===== src/rtl/flash_byte_reader.sv =====
// rtl/flash_byte_reader.sv - single-byte SPI NOR 0x03 reader for CPU program fetch
// Optional one-entry last-byte cache enabled by defining FLASH_LAST_BYTE_CACHE_EN.
module flash_byte_reader #(
    parameter logic [23:0] BASE_ADDR    = 24'h000000,
    parameter int          CLK_DIV      = 2,
    parameter int          STARTUP_WAIT = 1000,
    parameter int          CS_HIGH_MIN  = 4
) (
    input  logic        clk,
    input  logic        reset,
    input  logic [10:0] flashReadAddr,
    input  logic        enableFlash,
    output logic [7:0]  flashByteRead,
    output logic        flashDataReady,
    output logic        flashClk,
    output logic        flashCs,
    output logic        flashMosi,
    input  logic        flashMiso
);

    typedef enum logic [2:0] {
        STARTUP,
        IDLE,
        CMD,
        READ,
        CSH,
        HIT
    } state_t;

    localparam logic [15:0] DIV_LAST     = 16'(CLK_DIV - 1);
    localparam logic [31:0] STARTUP_LAST = 32'(STARTUP_WAIT - 1);
    localparam logic [31:0] CSH_LAST     = 32'(CS_HIGH_MIN + 1);
    localparam logic [5:0]  LAST_BIT     = 6'd39;
    localparam logic [5:0]  LAST_CMD_BIT = 6'd31;

    state_t      state_q, state_d;
    logic        armed_q, armed_d;
    logic [31:0] wait_q, wait_d;
    logic [15:0] div_q, div_d;
    logic [5:0]  bit_q, bit_d;
    logic [31:0] tx_q, tx_d;
    logic [7:0]  rx_q, rx_d;
    logic [7:0]  byte_q, byte_d;
    logic        ready_q, ready_d;
    logic        sck_q, sck_d;
    logic        cs_q, cs_d;
    logic        mosi_q, mosi_d;

    logic [23:0] flash_addr;
    logic [31:0] req_word;
    logic        cache_hit;

    // Address sum wraps naturally at 24 bits.
    assign flash_addr = BASE_ADDR + {13'b0, flashReadAddr};
    assign req_word   = {8'h03, flash_addr};

`ifdef FLASH_LAST_BYTE_CACHE_EN
    logic        cache_valid_q, cache_valid_d;
    logic [10:0] cache_addr_q, cache_addr_d;
    logic [7:0]  cache_byte_q, cache_byte_d;
    logic [10:0] addr_q, addr_d;

    assign cache_hit = cache_valid_q && (cache_addr_q == flashReadAddr);
`else
    assign cache_hit = 1'b0;
`endif

    always_comb begin
        state_d = state_q;
        armed_d = armed_q | ~enableFlash;
        wait_d  = wait_q;
        div_d   = div_q;
        bit_d   = bit_q;
        tx_d    = tx_q;
        rx_d    = rx_q;
        byte_d  = byte_q;
        ready_d = ready_q;
        sck_d   = sck_q;
        cs_d    = cs_q;
        mosi_d  = mosi_q;
`ifdef FLASH_LAST_BYTE_CACHE_EN
        cache_valid_d = cache_valid_q;
        cache_addr_d  = cache_addr_q;
        cache_byte_d  = cache_byte_q;
        addr_d        = addr_q;
`endif

        case (state_q)
            STARTUP: begin
                ready_d = 1'b0;
                if (wait_q == STARTUP_LAST) begin
                    state_d = IDLE;
                    ready_d = 1'b1;
                end else begin
                    wait_d = wait_q + 32'd1;
                end
            end

            IDLE: begin
                ready_d = 1'b1;
                if (enableFlash && armed_q) begin
                    armed_d = 1'b0;
                    ready_d = 1'b0;
`ifdef FLASH_LAST_BYTE_CACHE_EN
                    addr_d  = flashReadAddr;
`endif
                    if (cache_hit) begin
                        state_d = HIT;
                    end else begin
                        state_d = CMD;
                        cs_d    = 1'b0;
                        sck_d   = 1'b0;
                        div_d   = 16'd0;
                        bit_d   = 6'd0;
                        mosi_d  = req_word[31];
                        tx_d    = {req_word[30:0], 1'b0};
                    end
                end
            end

            CMD, READ: begin
                if (div_q == DIV_LAST) begin
                    div_d = 16'd0;
                    if (!sck_q) begin
                        sck_d = 1'b1;
                        if (state_q == READ) begin
                            rx_d = {rx_q[6:0], flashMiso};
                        end
                    end else begin
                        // Falling SCK closes a bit period; next MOSI bit launches here.
                        sck_d = 1'b0;
                        if (bit_q == LAST_BIT) begin
                            state_d = CSH;
                            cs_d    = 1'b1;
                            mosi_d  = 1'b0;
                            wait_d  = 32'd0;
                        end else begin
                            bit_d  = bit_q + 6'd1;
                            mosi_d = tx_q[31];
                            tx_d   = {tx_q[30:0], 1'b0};
                            if (bit_q == LAST_CMD_BIT) begin
                                state_d = READ;
                            end
                        end
                    end
                end else begin
                    div_d = div_q + 16'd1;
                end
            end

            CSH: begin
                cs_d  = 1'b1;
                sck_d = 1'b0;
                if (wait_q == CSH_LAST) begin
                    state_d = IDLE;
                    byte_d  = rx_q;
                    ready_d = 1'b1;
`ifdef FLASH_LAST_BYTE_CACHE_EN
                    cache_valid_d = 1'b1;
                    cache_addr_d  = addr_q;
                    cache_byte_d  = rx_q;
`endif
                end else begin
                    wait_d = wait_q + 32'd1;
                end
            end

            HIT: begin
                state_d = IDLE;
                ready_d = 1'b1;
`ifdef FLASH_LAST_BYTE_CACHE_EN
                byte_d  = cache_byte_q;
`endif
            end

            default: begin
                state_d = STARTUP;
                wait_d  = 32'd0;
                ready_d = 1'b0;
                cs_d    = 1'b1;
                sck_d   = 1'b0;
            end
        endcase
    end

    always_ff @(posedge clk) begin
        if (reset) begin
            state_q <= STARTUP;
            armed_q <= 1'b1;
            wait_q  <= 32'd0;
            div_q   <= 16'd0;
            bit_q   <= 6'd0;
            tx_q    <= 32'd0;
            rx_q    <= 8'd0;
            byte_q  <= 8'd0;
            ready_q <= 1'b0;
            sck_q   <= 1'b0;
            cs_q    <= 1'b1;
            mosi_q  <= 1'b0;
        end else begin
            state_q <= state_d;
            armed_q <= armed_d;
            wait_q  <= wait_d;
            div_q   <= div_d;
            bit_q   <= bit_d;
            tx_q    <= tx_d;
            rx_q    <= rx_d;
            byte_q  <= byte_d;
            ready_q <= ready_d;
            sck_q   <= sck_d;
            cs_q    <= cs_d;
            mosi_q  <= mosi_d;
        end
    end

`ifdef FLASH_LAST_BYTE_CACHE_EN
    always_ff @(posedge clk) begin
        if (reset) begin
            cache_valid_q <= 1'b0;
            cache_addr_q  <= 11'd0;
            cache_byte_q  <= 8'd0;
            addr_q        <= 11'd0;
        end else begin
            cache_valid_q <= cache_valid_d;
            cache_addr_q  <= cache_addr_d;
            cache_byte_q  <= cache_byte_d;
            addr_q        <= addr_d;
        end
    end
`endif

    assign flashByteRead  = byte_q;
    assign flashDataReady = ready_q;
    assign flashClk       = sck_q;
    assign flashCs        = cs_q;
    assign flashMosi      = mosi_q;

endmodule


===== config.mk =====
export PLATFORM = sky130hd
export DESIGN_NAME = flash_byte_reader
export DESIGN_NICKNAME = d
export VERILOG_FILES = /design/src/rtl/flash_byte_reader.sv
export SDC_FILE = /design/constraint.sdc
export NUM_CORES = 1
export LEC_CHECK = 0
export ABC_AREA = 1
export BUFFER_PORTS_ARGS = -buffer_cell sky130_fd_sc_hd__buf_2
export CORE_MARGIN = 3
export CORE_UTILIZATION = 45
export DETAILED_ROUTE_END_ITERATION = 7
export GPL_ROUTABILITY_DRIVEN = 0
export GPL_TIMING_DRIVEN = 0
export HOLD_SLACK_MARGIN = 0.03
export SLEW_MARGIN = 40
export SYNTH_ARGS = -nofsm -noshare
export SYNTH_HDL_FRONTEND = slang
export SYNTH_SLANG_ARGS = --single-unit

===== constraint.sdc =====
create_clock -name clk -period 4.5 [get_ports clk]
set_clock_uncertainty 0.1 [all_clocks]
set_input_delay 0.9 -clock clk [delete_from_list [all_inputs] [get_ports clk]]
set_output_delay 0.9 -clock clk [all_outputs]
set_load 0.01 [all_outputs]

==> metrics.md <==
| Metric | Value |
|---|---|
| FF-to-FF setup slack | 2.10 ns |
| Achievable Freq | 0.416 GHz |
| Slew Limit Fails | 0 |
| Post-layout worst setup margin | 2.10 ns |
| Post-synthesis sequential area ratio | 37.7% |
| Io pins | 27 |
| Cell variety after synth | 37 |
| Hold_ws | 0.344 ns |
| Final Hold Viols | 0 |
| Yosys reg bits | 109 |
| Initial antenna violation count | 0 |
| CTS buffer count | 9 |
| TritonCTS Sinks | 109 |
| DIE AREA | 14,300 sq um |
| H-tree levels | 3 |
| Post-Syn Area | 5790 sq um |
| Status | finished, final reports clean |
| Max Cap Violations | 0 |
| Top cell type's share of synthesized area | 37.7% |
| Setup Fix Bufs, Post-CTS | 0 |
| Min-delay worst type | register to register |
| Setup CP Type | register to register |
| Final non-filler cell total | 1,087 |
| Die Y | 119 um |
| Vias in the first global route | 5,105 |
| CP bufs+invs | 0 |
| Drt via density | 5.25 |
| Crit-path cells | ha_1 > nand2_1 > nor2_1 > nand2_1 > nor2_1 > nand3b_1 > xor2_1 > nand3_1 > nand2_1 |
| Synth top area cells | dfxtp_1 38%, nand2_1 11%, nor2_1 9.6% |
| Drt first pass iters | 5 |
| Post-synthesis mux area share | 0% |
| Main combinational cell family by area after synthesis | simple AND/OR/NAND/NOR gates |
| Routed length per instance | 13.7 um |
| Synth Area in Compound Gates | 15.9% |
| Post-CTS resize count | 0 |
| Worst vdd ir | 222 uV |
| Worst-margin pin slew | 0.762 ns |
| Power density cells | 290 nW/um^2 |
| Post-route minimum period | 2.40 ns |
| Number of antenna diodes | 0 |
| TritonCTS clock tree | built |
| DRT iter0 DRCs | 526 |
| P&R area growth vs syn | 11.3% |
| Hold Buf Count CTS | 0 |
| Largest net degree at the start of global routing | 19 |
| Yosys top cell by area | dfxtp_1 |
| Syn nets | 897 |
| Root buffer cell | clkbuf_16 |
| Startpoint types | register |
| Remaining DRCs | 0 |
| DRT Wirelength | 14,800 um |
| Critical path's top delay family | simple AND/OR/NAND/NOR gates |
| Post-Synth XOR/XNOR Area | 1.97% |
| Slowest-stage cell, CP | dfxtp_1 |
| Slew margin rel. | 48.8% |
| CTS clk-pin slew, worst paths | 0.08 ns |
| Worst Path Required | 4.66 ns |
| Mean Syn Cell Area | 6.60 sq um |
| Row count | 40 |
| Starting Density | 47.0% |
| Synth Warn # | 0 |
| Crit path top cell by count | nand2_1 |
| Pre-CTS WS | 2.00 ns |
| Adder-cell share of the synthesized area | 1.08% |
| RSZ-0062 raised after global routing | false |
| First-pass GRT wire length | 24,600 um |
| Crit-path max FO | 9 |
| Core area | 12,300 sq um |
| CTS max path bufs | 2 |
| Crit end category | register |
| Width of the die | 119 um |
| Period Utilization, post-route | 53.4% |
| Leakage | 2.59 nW |
| Layout net count | 934 |
| Setup TNS | 0 ns |
| Crit path DAT | 2.56 ns |
| Grt total ovfl | 0 |
| DP HPWL | 11,000 um |
| # placed instances | 1,071 |
| Via count | 5,702 |
| Finished Core Util | 52.4% |
| Global-route usage over all layers | 21.1% |
| Worst-skew pair later-pin latency | 0.36 ns |
| Post-Synth Simple-Gate Area | 34.2% |
| Routed Antenna Nets | 0 |
| Final setup violation count | 0 |
| Share of cells above drive strength 1 | 9.79% |
| Buffers on Ports | 26 |
| Largest stage delay, worst path | 0.49 ns |
| Syn Inst Count | 877 |
[worst register-to-register path, cell delays in order (launching register included)]
cell and delay [ns]:
dfxtp_1 0.49, ha_1 0.34, nand2_1 0.13, nor2_1 0.27
nand2_1 0.20, nor2_1 0.30, nand3b_1 0.18, xor2_1 0.17
nand3_1 0.07, nand2_1 0.05
[Yosys cell counts]
cell type	number
nor3b_1	3
a21o_1	1
nand2_2	5
nand3_1	59
nand4_1	24
a211oi_1	21
nor2_2	7
nand2_4	1
o21ai_1	9
xnor2_1	3
o21ai_0	64
ha_1	5
nand3_2	3
buf_4	4
o21ai_4	1
xor2_1	10
nor3_1	19
nor2_1	148
nand3b_4	1
clkbuf_1	14
nor2_4	1
buf_2	7
or2_1	1
a31oi_1	1
o31ai_1	1
nand3b_1	5
a21oi_1	66
buf_6	2
or2_2	7
o211ai_1	1
and3_1	1
inv_2	8
dfxtp_1	109
a31o_2	1
o22ai_1	2
nand2_1	165
inv_1	97
[path summary, 6_finish.rpt]
path | startpoint | cells after the start | end
min | flashByteRead[4] | 2 | flashByteRead[4]
min reg2reg | flashByteRead[4] | 2 | flashByteRead[4]
max reg2reg | wait_q[0] | 9 | wait_q[26]
max | wait_q[0] | 9 | wait_q[26]
[metrics by stage]
stage	area [sq um]	power, mW
6_report	6450	1.87
5_1_grt	6450	1.94
4_1_cts	6450	1.88
3_5_place_dp	6130	1.04
3_3_place_gp	6130	1.04
2_1_floorplan	5790	1.02
[layer usage]
metal	part of all wire [%]	routed length, um	global-route usage, %	vias to the layer above
met4	1.2	173	4.65	0
met3	5.7	845	4.84	23
met1	48	7090	28.8	2574
li1	-	-	-	2959
met2	45	6730	34.0	146
met5	0	0	0	-
[cell usage in the layout (no fill, tap or decap), types with 2 or more instances in the layout]
master     netlist  layout
nor3b_1          3       3
nand2_2          5       5
o22ai_1          2       2
nor3_1          19      19
clkbuf_16        0       9
clkbuf_1        14      14
nand4_1         24      24
nand3b_1         5       5
clkbuf_8         0       2
or2_2            7       7
nor2_2           7       7
buf_6            2       2
xnor2_1          3       3
nor2_1         148     148
o21ai_1          9       9
dfxtp_1        109     109
nand2_1        165     165
nand3_1         59      59
a21oi_1         66      66
ha_1             5       5
buf_4            4       4
buf_2            7      33
inv_2            8       8
xor2_1          10      10
a211oi_1        21      21
nand3_2          3       3
inv_1           97      97
o21ai_0         64      64
[report_power, final]
group / switching, mW / internal, mW / total (mW)
Sequential: 0.00361 / 0.966 / 0.969
Clock: 0.380 / 0.468 / 0.848
Combinational: 0.0333 / 0.0173 / 0.0506
Total: 0.417 / 1.45 / 1.87
[cells by family after synthesis]
kind of cell,count (synthesis)
xor+xnor,13
simple gates,450
buf+inv,132
compound gates,168
fa+ha+maj,5
flops,109
[state kept, by name, indices dropped and copies added (netlist names)]
| signal | flops |
|---|---|
| rx_q | 8 |
| bit_q | 6 |
| flashByteRead | 8 |
| div_q | 16 |
| state_q | 3 |
| tx_q | 31 |
| armed_q | 1 |
| flashClk | 1 |
| flashDataReady | 1 |
| wait_q | 32 |
| flashMosi | 1 |
| flashCs | 1 |
[final cells by class]
cell class / count / area, sq um
fillers: 1278 / 5860
multi-input cells: 636 / 3080
flip-flops and latches: 109 / 2180
inverters: 105 / 394
clock buffers: 11 / 253
well taps: 168 / 210
plain buffers: 27 / 140
repair buffers: 26 / 130
clock inverters: 5 / 63.8
No activity file was read; power rests on OpenSTA's default activity.
